### src/rtl/register_bank_pkg.sv
// Shared types and defaults for the integer register bank and its pending-write scoreboard.
package register_bank_pkg;

  localparam int XLEN_DEFAULT         = 32;
  localparam int NUM_REGS_DEFAULT     = 32;
  localparam int MAX_INFLIGHT_DEFAULT = 3;

  localparam logic [4:0] ZERO_REG = 5'd0;

  typedef logic [4:0] reg_addr_t;

  function automatic int pend_width(input int max_inflight);
    return $clog2(max_inflight + 1);
  endfunction

  typedef logic [pend_width(MAX_INFLIGHT_DEFAULT)-1:0] pend_cnt_t;

endpackage

### src/rtl/register_scoreboard.sv
// Per-register pending-write counters, RAW/saturation stall generation and the sticky
// writeback-without-pending error flag.
module register_scoreboard
  import register_bank_pkg::*;
#(
  parameter int NUM_REGS       = NUM_REGS_DEFAULT,
  parameter int NUM_READ_PORTS = 2,
  parameter int MAX_INFLIGHT   = MAX_INFLIGHT_DEFAULT,
  parameter int ADDR_W         = $clog2(NUM_REGS)
) (
  input  logic                                  clk,
  input  logic                                  rst_n,
  input  logic [NUM_READ_PORTS-1:0][ADDR_W-1:0] rd_addr,
  input  logic                                  wr_en,
  input  logic [ADDR_W-1:0]                     wr_addr,
  input  logic                                  issue_valid,
  input  logic [NUM_READ_PORTS-1:0]             issue_rs_used,
  input  logic                                  issue_rd_we,
  input  logic [ADDR_W-1:0]                     issue_rd,
  input  logic                                  flush,
  output logic                                  stall,
  output logic                                  sb_error
);

  localparam int PEND_W = pend_width(MAX_INFLIGHT);
  localparam int SLOTS  = 1 << ADDR_W;
  localparam logic [PEND_W-1:0] PEND_ZERO = {PEND_W{1'b0}};
  localparam logic [PEND_W-1:0] PEND_ONE  = PEND_W'(1);
  localparam logic [PEND_W-1:0] PEND_MAX  = PEND_W'(MAX_INFLIGHT);
  localparam logic [ADDR_W-1:0] ADDR_ZERO = {ADDR_W{1'b0}};

  // Slots at or above NUM_REGS exist only so every address indexes in range; they stay zero.
  logic [PEND_W-1:0]         pend_r [SLOTS];
  logic [NUM_READ_PORTS-1:0] raw_hit_s;
  logic [SLOTS-1:0]          inc_s;
  logic [SLOTS-1:0]          dec_s;
  logic                      full_hit_s;
  logic                      stall_s;
  logic                      accept_s;
  logic                      sb_error_r;

  function automatic logic wb_hit(input logic en, input logic [ADDR_W-1:0] wa,
                                  input logic [ADDR_W-1:0] a);
    return en && (wa == a) && (a != ADDR_ZERO);
  endfunction

  // Hazard detection, issue acceptance and per-register counter deltas.
  always_comb begin
    raw_hit_s = {NUM_READ_PORTS{1'b0}};
    for (int i = 0; i < NUM_READ_PORTS; i++) begin
      // A writeback retiring the last pending write is covered by the read bypass.
      if (issue_rs_used[i] && (rd_addr[i] != ADDR_ZERO) && (pend_r[rd_addr[i]] != PEND_ZERO) &&
          !((pend_r[rd_addr[i]] == PEND_ONE) && wb_hit(wr_en, wr_addr, rd_addr[i]))) begin
        raw_hit_s[i] = 1'b1;
      end else begin
        raw_hit_s[i] = 1'b0;
      end
    end
    full_hit_s = issue_rd_we && (issue_rd != ADDR_ZERO) && (pend_r[issue_rd] == PEND_MAX) &&
                 !wb_hit(wr_en, wr_addr, issue_rd);
    stall_s    = issue_valid && !flush && ((|raw_hit_s) || full_hit_s);
    accept_s   = issue_valid && !stall_s && !flush;
    inc_s      = {SLOTS{1'b0}};
    dec_s      = {SLOTS{1'b0}};
    for (int r = 1; r < SLOTS; r++) begin
      inc_s[r] = accept_s && issue_rd_we && (issue_rd == ADDR_W'(r)) && (r < NUM_REGS);
      dec_s[r] = wb_hit(wr_en, wr_addr, ADDR_W'(r)) && (pend_r[r] != PEND_ZERO);
    end
  end

  // Pending-write counters; flush wipes all tracking.
  always_ff @(posedge clk or negedge rst_n) begin
    if (!rst_n) begin
      for (int r = 0; r < SLOTS; r++) pend_r[r] <= PEND_ZERO;
    end else if (flush) begin
      for (int r = 0; r < SLOTS; r++) pend_r[r] <= PEND_ZERO;
    end else begin
      for (int r = 0; r < SLOTS; r++) begin
        if ((r == 0) || (r >= NUM_REGS)) begin
          pend_r[r] <= PEND_ZERO;
        end else begin
          case ({inc_s[r], dec_s[r]})
            2'b10:   pend_r[r] <= pend_r[r] + PEND_ONE;
            2'b01:   pend_r[r] <= pend_r[r] - PEND_ONE;
            default: pend_r[r] <= pend_r[r];
          endcase
        end
      end
    end
  end

  // Sticky flag for a writeback that had no matching issue.
  always_ff @(posedge clk or negedge rst_n) begin
    if (!rst_n) begin
      sb_error_r <= 1'b0;
    end else if (wr_en && (wr_addr != ADDR_ZERO) && (pend_r[wr_addr] == PEND_ZERO) && !flush) begin
      sb_error_r <= 1'b1;
    end
  end

  assign stall    = stall_s;
  assign sb_error = sb_error_r;

endmodule

### src/rtl/register_bank_scoreboard.sv
// Multi-port integer register bank with write-first bypass, hard-wired x0 and an
// attached pending-write scoreboard for decode-stage hazard stalls.
module register_bank_scoreboard
  import register_bank_pkg::*;
#(
  parameter  int XLEN           = XLEN_DEFAULT,
  parameter  int NUM_REGS       = NUM_REGS_DEFAULT,
  parameter  int NUM_READ_PORTS = 2,
  parameter  int MAX_INFLIGHT   = MAX_INFLIGHT_DEFAULT,
  localparam int ADDR_W         = $clog2(NUM_REGS)
) (
  input  logic                                  clk,
  input  logic                                  rst_n,
  input  logic [NUM_READ_PORTS-1:0][ADDR_W-1:0] rd_addr,
  output logic [NUM_READ_PORTS-1:0][XLEN-1:0]   rd_data,
  input  logic                                  wr_en,
  input  logic [ADDR_W-1:0]                     wr_addr,
  input  logic [XLEN-1:0]                       wr_data,
  input  logic                                  issue_valid,
  input  logic [NUM_READ_PORTS-1:0]             issue_rs_used,
  input  logic                                  issue_rd_we,
  input  logic [ADDR_W-1:0]                     issue_rd,
  output logic                                  stall,
  input  logic                                  flush,
  output logic                                  sb_error
);

  localparam logic [ADDR_W-1:0] ADDR_ZERO = {ADDR_W{1'b0}};

  logic [XLEN-1:0]                       regs_r [1:NUM_REGS-1];
  logic [NUM_READ_PORTS-1:0][XLEN-1:0]   stored_s;
  logic [NUM_READ_PORTS-1:0][XLEN-1:0]   rd_data_s;

  // Register storage; x0 has no physical flop, so writes to it fall through.
  always_ff @(posedge clk or negedge rst_n) begin
    if (!rst_n) begin
      for (int r = 1; r < NUM_REGS; r++) regs_r[r] <= {XLEN{1'b0}};
    end else begin
      for (int r = 1; r < NUM_REGS; r++) begin
        if (wr_en && (wr_addr == ADDR_W'(r))) regs_r[r] <= wr_data;
      end
    end
  end

  // Read muxes: x0 reads zero, a same-cycle writeback wins over storage.
  always_comb begin
    stored_s  = {NUM_READ_PORTS{{XLEN{1'b0}}}};
    rd_data_s = {NUM_READ_PORTS{{XLEN{1'b0}}}};
    for (int i = 0; i < NUM_READ_PORTS; i++) begin
      for (int r = 1; r < NUM_REGS; r++) begin
        stored_s[i] = (rd_addr[i] == ADDR_W'(r)) ? regs_r[r] : stored_s[i];
      end
      if (rd_addr[i] == ADDR_ZERO) begin
        rd_data_s[i] = {XLEN{1'b0}};
      end else if (wr_en && (wr_addr == rd_addr[i])) begin
        rd_data_s[i] = wr_data;
      end else begin
        rd_data_s[i] = stored_s[i];
      end
    end
  end

  assign rd_data = rd_data_s;

  register_scoreboard #(
    .NUM_REGS       (NUM_REGS),
    .NUM_READ_PORTS (NUM_READ_PORTS),
    .MAX_INFLIGHT   (MAX_INFLIGHT),
    .ADDR_W         (ADDR_W)
  ) u_scoreboard (
    .clk           (clk),
    .rst_n         (rst_n),
    .rd_addr       (rd_addr),
    .wr_en         (wr_en),
    .wr_addr       (wr_addr),
    .issue_valid   (issue_valid),
    .issue_rs_used (issue_rs_used),
    .issue_rd_we   (issue_rd_we),
    .issue_rd      (issue_rd),
    .flush         (flush),
    .stall         (stall),
    .sb_error      (sb_error)
  );

endmodule

### config.mk
export PLATFORM = sky130hd
export DESIGN_NAME = register_bank_scoreboard
export DESIGN_NICKNAME = d
export VERILOG_FILES = /design/src/rtl/register_bank_pkg.sv /design/src/rtl/register_scoreboard.sv /design/src/rtl/register_bank_scoreboard.sv
export SDC_FILE = /design/constraint.sdc
export NUM_CORES = 2
export LEC_CHECK = 0
export CAP_MARGIN = 20
export CORE_MARGIN = 10
export CORE_UTILIZATION = 25
export DETAILED_ROUTE_END_ITERATION = 8
export PLACE_DENSITY = 0.51
export SYNTH_ARGS = -nofsm -noshare
export SYNTH_HDL_FRONTEND = slang
export SYNTH_SLANG_ARGS = --single-unit
export TNS_END_PERCENT = 30
### constraint.sdc
create_clock -name clk -period 4.83 [get_ports clk]
set_input_delay 0.483 -clock clk [delete_from_list [all_inputs] [get_ports clk]]
set_output_delay 0.483 -clock clk [all_outputs]
set_load 0.005 [all_outputs]
# Word-level counts from Yosys, hierarchy flattened
# Cells that the tools add are included.
[op_classes] n_addsub=62 magnitude_cmp=4 eq_ne=192 n_mux=112 n_bitwise=4 reduce_logical=196
[ops] operator="$mux W32" count=66
[ops] operator="$eq A5 B5 Y1 const B" count=64
[ops] operator="$eq A5 B4 Y1 const B" count=32
[ops] operator="$pmux W2 S2" count=31
[ops] operator="$logic_and A1 B1 Y1" count=118
[ops] operator="$reduce_bool A3 Y1" count=31
[ops] operator="$eq A5 B3 Y1 const B" count=16
[ops] operator="$eq A2 B1 Y1 const B" count=33
[ops] operator="$reduce_bool A2 Y1" count=33
[ops] operator="$eq A2 B2 Y1 const B" count=32
[ops] operator="$add A2 B1 Y2 const B" count=31
[ops] operator="$mux W62" count=1
[ops] operator="$sub A2 B1 Y2 const B" count=31
[ops] operator="$bmux W2 S5" count=4
[ops] operator="$eq A5 B2 Y1 const B" count=8
[ops] operator="$ge A6 B6 Y1 const B" count=4
[ops] operator="$not A5 Y6" count=4
[ops] operator="$eq A5 B1 Y1 const B" count=4
[ops] operator="$reduce_bool A5 Y1" count=4
[ops] operator="$mux W2" count=8
[ops] operator="$eq A5 B5 Y1" count=3
[ops] operator="$logic_not A5 Y1" count=2
[ops] operator="$logic_not A1 Y1" count=5
[ops] operator="$logic_not A2 Y1" count=1
[ops] operator="other kinds (3)" count=4
[word_totals] reg_bits=1057 in_bits=60 output_inout_bits=66 word_cells=634

# Longest topological paths before layout
[logic_depth] ltp_word=34 depth_mapped=14

# Cells and area by module
# Synthesis repeated with hierarchy kept, for this count alone.
[hier_totals] hier_cells=5918 hier_area_um2=61446.4
[modules_own_cells] mod="register_bank_scoreboard" instances=1 cells_per_inst=5183 area_each_um2=55207.9
[modules_own_cells] mod="register_scoreboard" instances=1 cells_per_inst=735 area_each_um2=6238.5

# Worst setup path before layout
# No wires, ideal clock.
[synth_path] path_type="input to output" startpoint="in rd_addr[0] in the netlist's numbering" endpoint="out rd_data[11] in the netlist's numbering" t_arrival_ns=2.746 required_ns=4.347 path_slack_ns=1.601 path_stages=12 n_path_buf=4 path_cell_list="buf_2 buf_4 buf_2 or3b_2 nor2_1 buf_2 a22oi_1 nand4_1 o221ai_1 nand3_1 a22oi_1 a21oi_1"
[synth_rtl] item="start, declared" line="register_bank_scoreboard.sv:14" source="input logic [NUM_READ_PORTS-1:0][ADDR_W-1:0] rd_addr,"
[synth_rtl] item="end, declared" line="register_bank_scoreboard.sv:15" source="output logic [NUM_READ_PORTS-1:0][XLEN-1:0] rd_data,"

==> impl_metrics.py <==
metrics = {
    "drt": {
        "avgRoutedWirePerCell_um": 38.5,
        "via_count": 56800,
        "first_iter_violations": 9076,
        "drt_pass1_iterations": 9,
        "drc": 12,
        "via_per_inst": 6.20,
        "routed_wl_um": 352000,
        "ant_nets": 0,
    },
    "pwr": {
        "p_leak_uw": 0.0308,
        "ir_drop_v": 0.000293,
        "p_sw_uw": 8500,
        "power_per_cell_area_nw_per_um2": 380,
        "p_sw_frac": 0.313,
        "pwr-share-clk": 0.382,
        "power_uw": 27100,
        "cell_internal_pwr_uw": 18600,
        "power_frac_comb": 0.163,
        "seq_power_share": 0.454,
    },
    "synthesis": {
        "async_flop_share": 1.00,
        "ys_seq_area_frac": 0.459,
        "synth_edf_count": 0,
        "ys_warn_count": 0,
        "avgSynthCellArea_um2": 10.1,
        "syn-num-nets": 5739,
        "netlist_instances": 5679,
        "synth_cell_types": 88,
        "ys_ff_latch": 1055,
        "synth_area_um2": 57500,
        "ys.flop_type": "dfrtp_1",
    },
    "grt": {
        "grt_pass1_vias": 55400,
        "grt_max_degree": 160,
        "grt_usage": 0.269,
        "grt_pass1_wl_um": 477000,
        "overflow": 0,
        "antenna_found_initial": 32,
    },
    "critical_path": {
        "crit_type": "in2out",
        "critical_path_peak_fanout": 15,
        "rrSetupSlack_ns": 1.70,
        "critPathCaptureType": "output pin",
        "r2r_end": "u_scoreboard.pend_r[36]",
        "required_ns": 4.35,
        "startpoint_type": "input pin",
        "reg2reg_depth": 8,
        "critical_path_arrival_ns": 4.46,
        "r2r-start": "u_scoreboard.pend_r[41]",
    },
    "clock_tree": {
        "clk_pin_slew_ns": 0.06,
        "clock_sinks": 1055,
        "htreeDepth": 3,
        "clk_latency_ns": 0.80,
        "cts_tree": "yes",
        "clock_tree.buffer_depth": 3,
        "numCtsBuffers": 117,
        "root_buffer": "clkbuf_16",
    },
    "die": {
        "rows": 176,
        "io_pins": 126,
        "die_w_um": 500,
        "dieHeight_um": 500,
        "dieArea_um2": 250000,
        "start_util": 0.251,
        "core_area_um2": 229000,
    },
    "status": {
        "violations": "DRC, setup timing",
        "status": "finished with violations",
    },
    "sta": {
        "clock.fmax_mhz": 202,
        "timing_hold_violations_final": 0,
        "setup_violations": 5,
        "whs_ns": 0.231,
        "clock-skew-final_ns": 0.0191,
        "finalSetupTns_ns": -0.302,
        "worst_pin_slew_ns": 1.18,
        "slew_headroom": 0.212,
        "fin_crit_ns": 4.94,
        "layout_worst_path_cycle_share": 1.02,
        "finalMaxSlewViolations": 0,
        "worst_slack_ns": -0.114,
        "rsz0062_at_grt": "yes",
    },
    "finish": {
        "multi_input_area_um2": 29600,
        "final_layout_size_suffix_gt1_frac": 0.310,
        "fin_area_um2": 71300,
        "finalNetCount": 6067,
        "fill_cells": 23700,
        "area_growth_pct": 23.9,
        "area.sequential_um2": 26400,
    },
    "placed_design": {
        "dpl_cell_area_um2": 66800,
        "place.gp.congestion": 1.00,
        "dpl.hpwl_um": 245000,
        "io_buffers": 125,
        "dp_slack_ns": -0.270,
    },
    "run": {
        "drv_cap": 0,
    },
    "min_path": {
        "hold_class": "in2async",
    },
}
power groups by stage:
| stage | Clock (uW) | Sequential [uW] | Combinational, uW |
|---|---|---|---|
| after floorplan | 0 | 11500 | 2440 |
| after global placement | 0 | 12300 | 4240 |
| after detailed placement | 0 | 12300 | 4320 |
| after CTS | 10500 | 12200 | 4350 |
| after global routing | 10800 | 12400 | 4680 |
| final | 10400 | 12300 | 4430 |
what timing repair did:
| action | CTS | global route |
|---|---|---|
| hold buffers | 1 | 0 |
| gates resized for setup | 6 | 12 |
| hold endpoints to repair | 45 | 0 |
| endpoints found under the setup margin | 7 | 16 |
| buffers inserted | 4 | 1 |
| pin swaps | 2 | 3 |
worst max-delay path by stage:
stage,start,end,depth (start not counted)
2_1_floorplan,rd_addr[0],rd_data[11],12
3_3_place_gp,rd_addr[4],rd_data[16],13
3_5_place_dp,rd_addr[4],rd_data[8],14
4_1_cts,rd_addr[4],rd_data[30],14
5_1_grt,rd_addr[9],rd_data[63],14
6_report,rd_addr[4],rd_data[4],13
cell usage after synthesis, drive strengths merged, types with 9 or more instances:
cell | n | area share
inv | 25 | 0.0016
a211oi | 36 | 0.0047
clkbuf | 416 | 0.027
nand3b | 14 | 0.0018
o22ai | 45 | 0.0049
a31oi | 61 | 0.0066
o2bb2ai | 9 | 0.0014
mux2 | 863 | 0.17
o32ai | 13 | 0.0024
buf | 109 | 0.0096
nor3b | 21 | 0.0028
o221ai | 33 | 0.0050
o211ai | 42 | 0.0055
nand4 | 49 | 0.0053
a21oi | 243 | 0.021
dfrtp | 1055 | 0.46
mux4 | 40 | 0.016
o31ai | 9 | 0.0012
a222oi | 45 | 0.0078
and3 | 62 | 0.0067
a22oi | 521 | 0.068
or3 | 11 | 0.0012
nor2 | 264 | 0.017
a22o | 19 | 0.0029
and2 | 34 | 0.0037
nand2 | 846 | 0.055
nor2b | 39 | 0.0042
nand2b | 20 | 0.0022
a221o | 14 | 0.0024
o2111ai | 18 | 0.0027
o21ai | 212 | 0.018
nor3 | 87 | 0.0078
nand3 | 114 | 0.010
nor4 | 28 | 0.0032
mux2i | 29 | 0.0050
a221oi | 77 | 0.012
a2111oi | 30 | 0.0047
a31o | 9 | 0.0014
cells by family (layout without fill, tap and decap cells):
logic type      count (synthesis)  in the layout  share of synthesized area
mux                           932            932                      0.190
xor+xnor                       16             16                    0.00244
buf+inv                       550            978                     0.0384
compound gates               1506           1506                      0.184
other cells                     0             17                          0
simple gates                 1620           1620                      0.127
flops                        1055           1055                      0.459
worst max-delay path, cell delays in order:
cell and delay, ns:
clkdlybuf4s50_1 0.46, buf_12 0.18, nand2b_1 0.22, buf_12 0.21, nor2_4 0.46, buf_4 0.23, a22oi_1 0.09, a31oi_1 0.59
a2111oi_1 0.17, clkdlybuf4s18_2 0.33, buf_4 0.16, a211oi_1 0.27, clkdlybuf4s50_1 0.58
per-stage QoR:
step,utilization,cells
detailed placement,0.291,8908
CTS,0.310,9132
global route,0.311,9134
floorplan,-,5679
finish,0.311,9150
global placement,0.291,8906
state kept, by name, indices dropped and copies added, names as in the netlist:
name                   cells
regs_r                   992
u_scoreboard.pend_r       62
u_scoreboard.sb_error      1
placed cells by master, fill, tap and decap left out, types with 61 or more instances in the layout:
cell type        count
buf_4              510
a221oi_1            76
o21ai_0            210
buf_12             100
mux2_2             855
a22oi_1            521
dfrtp_1           1055
nor3_1              79
clkdlybuf4s50_1    115
nor2_4              61
clkbuf_16          117
nand3_1            108
and3_1              61
nand2_1            816
a21oi_1            242
nor2_1             196
layer usage:
| layer | wire length (um) | up-vias | track usage |
|---|---|---|---|
| li1 | - | 21900 | - |
| met1 | 139000 | 29300 | 0.348 |
| met2 | 147000 | 4378 | 0.391 |
| met3 | 41600 | 1119 | 0.0895 |
| met4 | 24300 | 10 | 0.151 |
| met5 | 72 | - | 0 |
layout make-up:
type                            instances  share of cell area
Multi-Input combinational cell       4074               0.415
Inverter                               25             0.00132
Timing Repair Buffer                  734              0.0988
Antenna cell                           17            0.000597
Clock buffer                          148              0.0455
Clock inverter                         71              0.0150
Sequential cell                      1055               0.370
Tap cell                             3026              0.0531
Note: power is estimated with default switching activity, not from simulation.
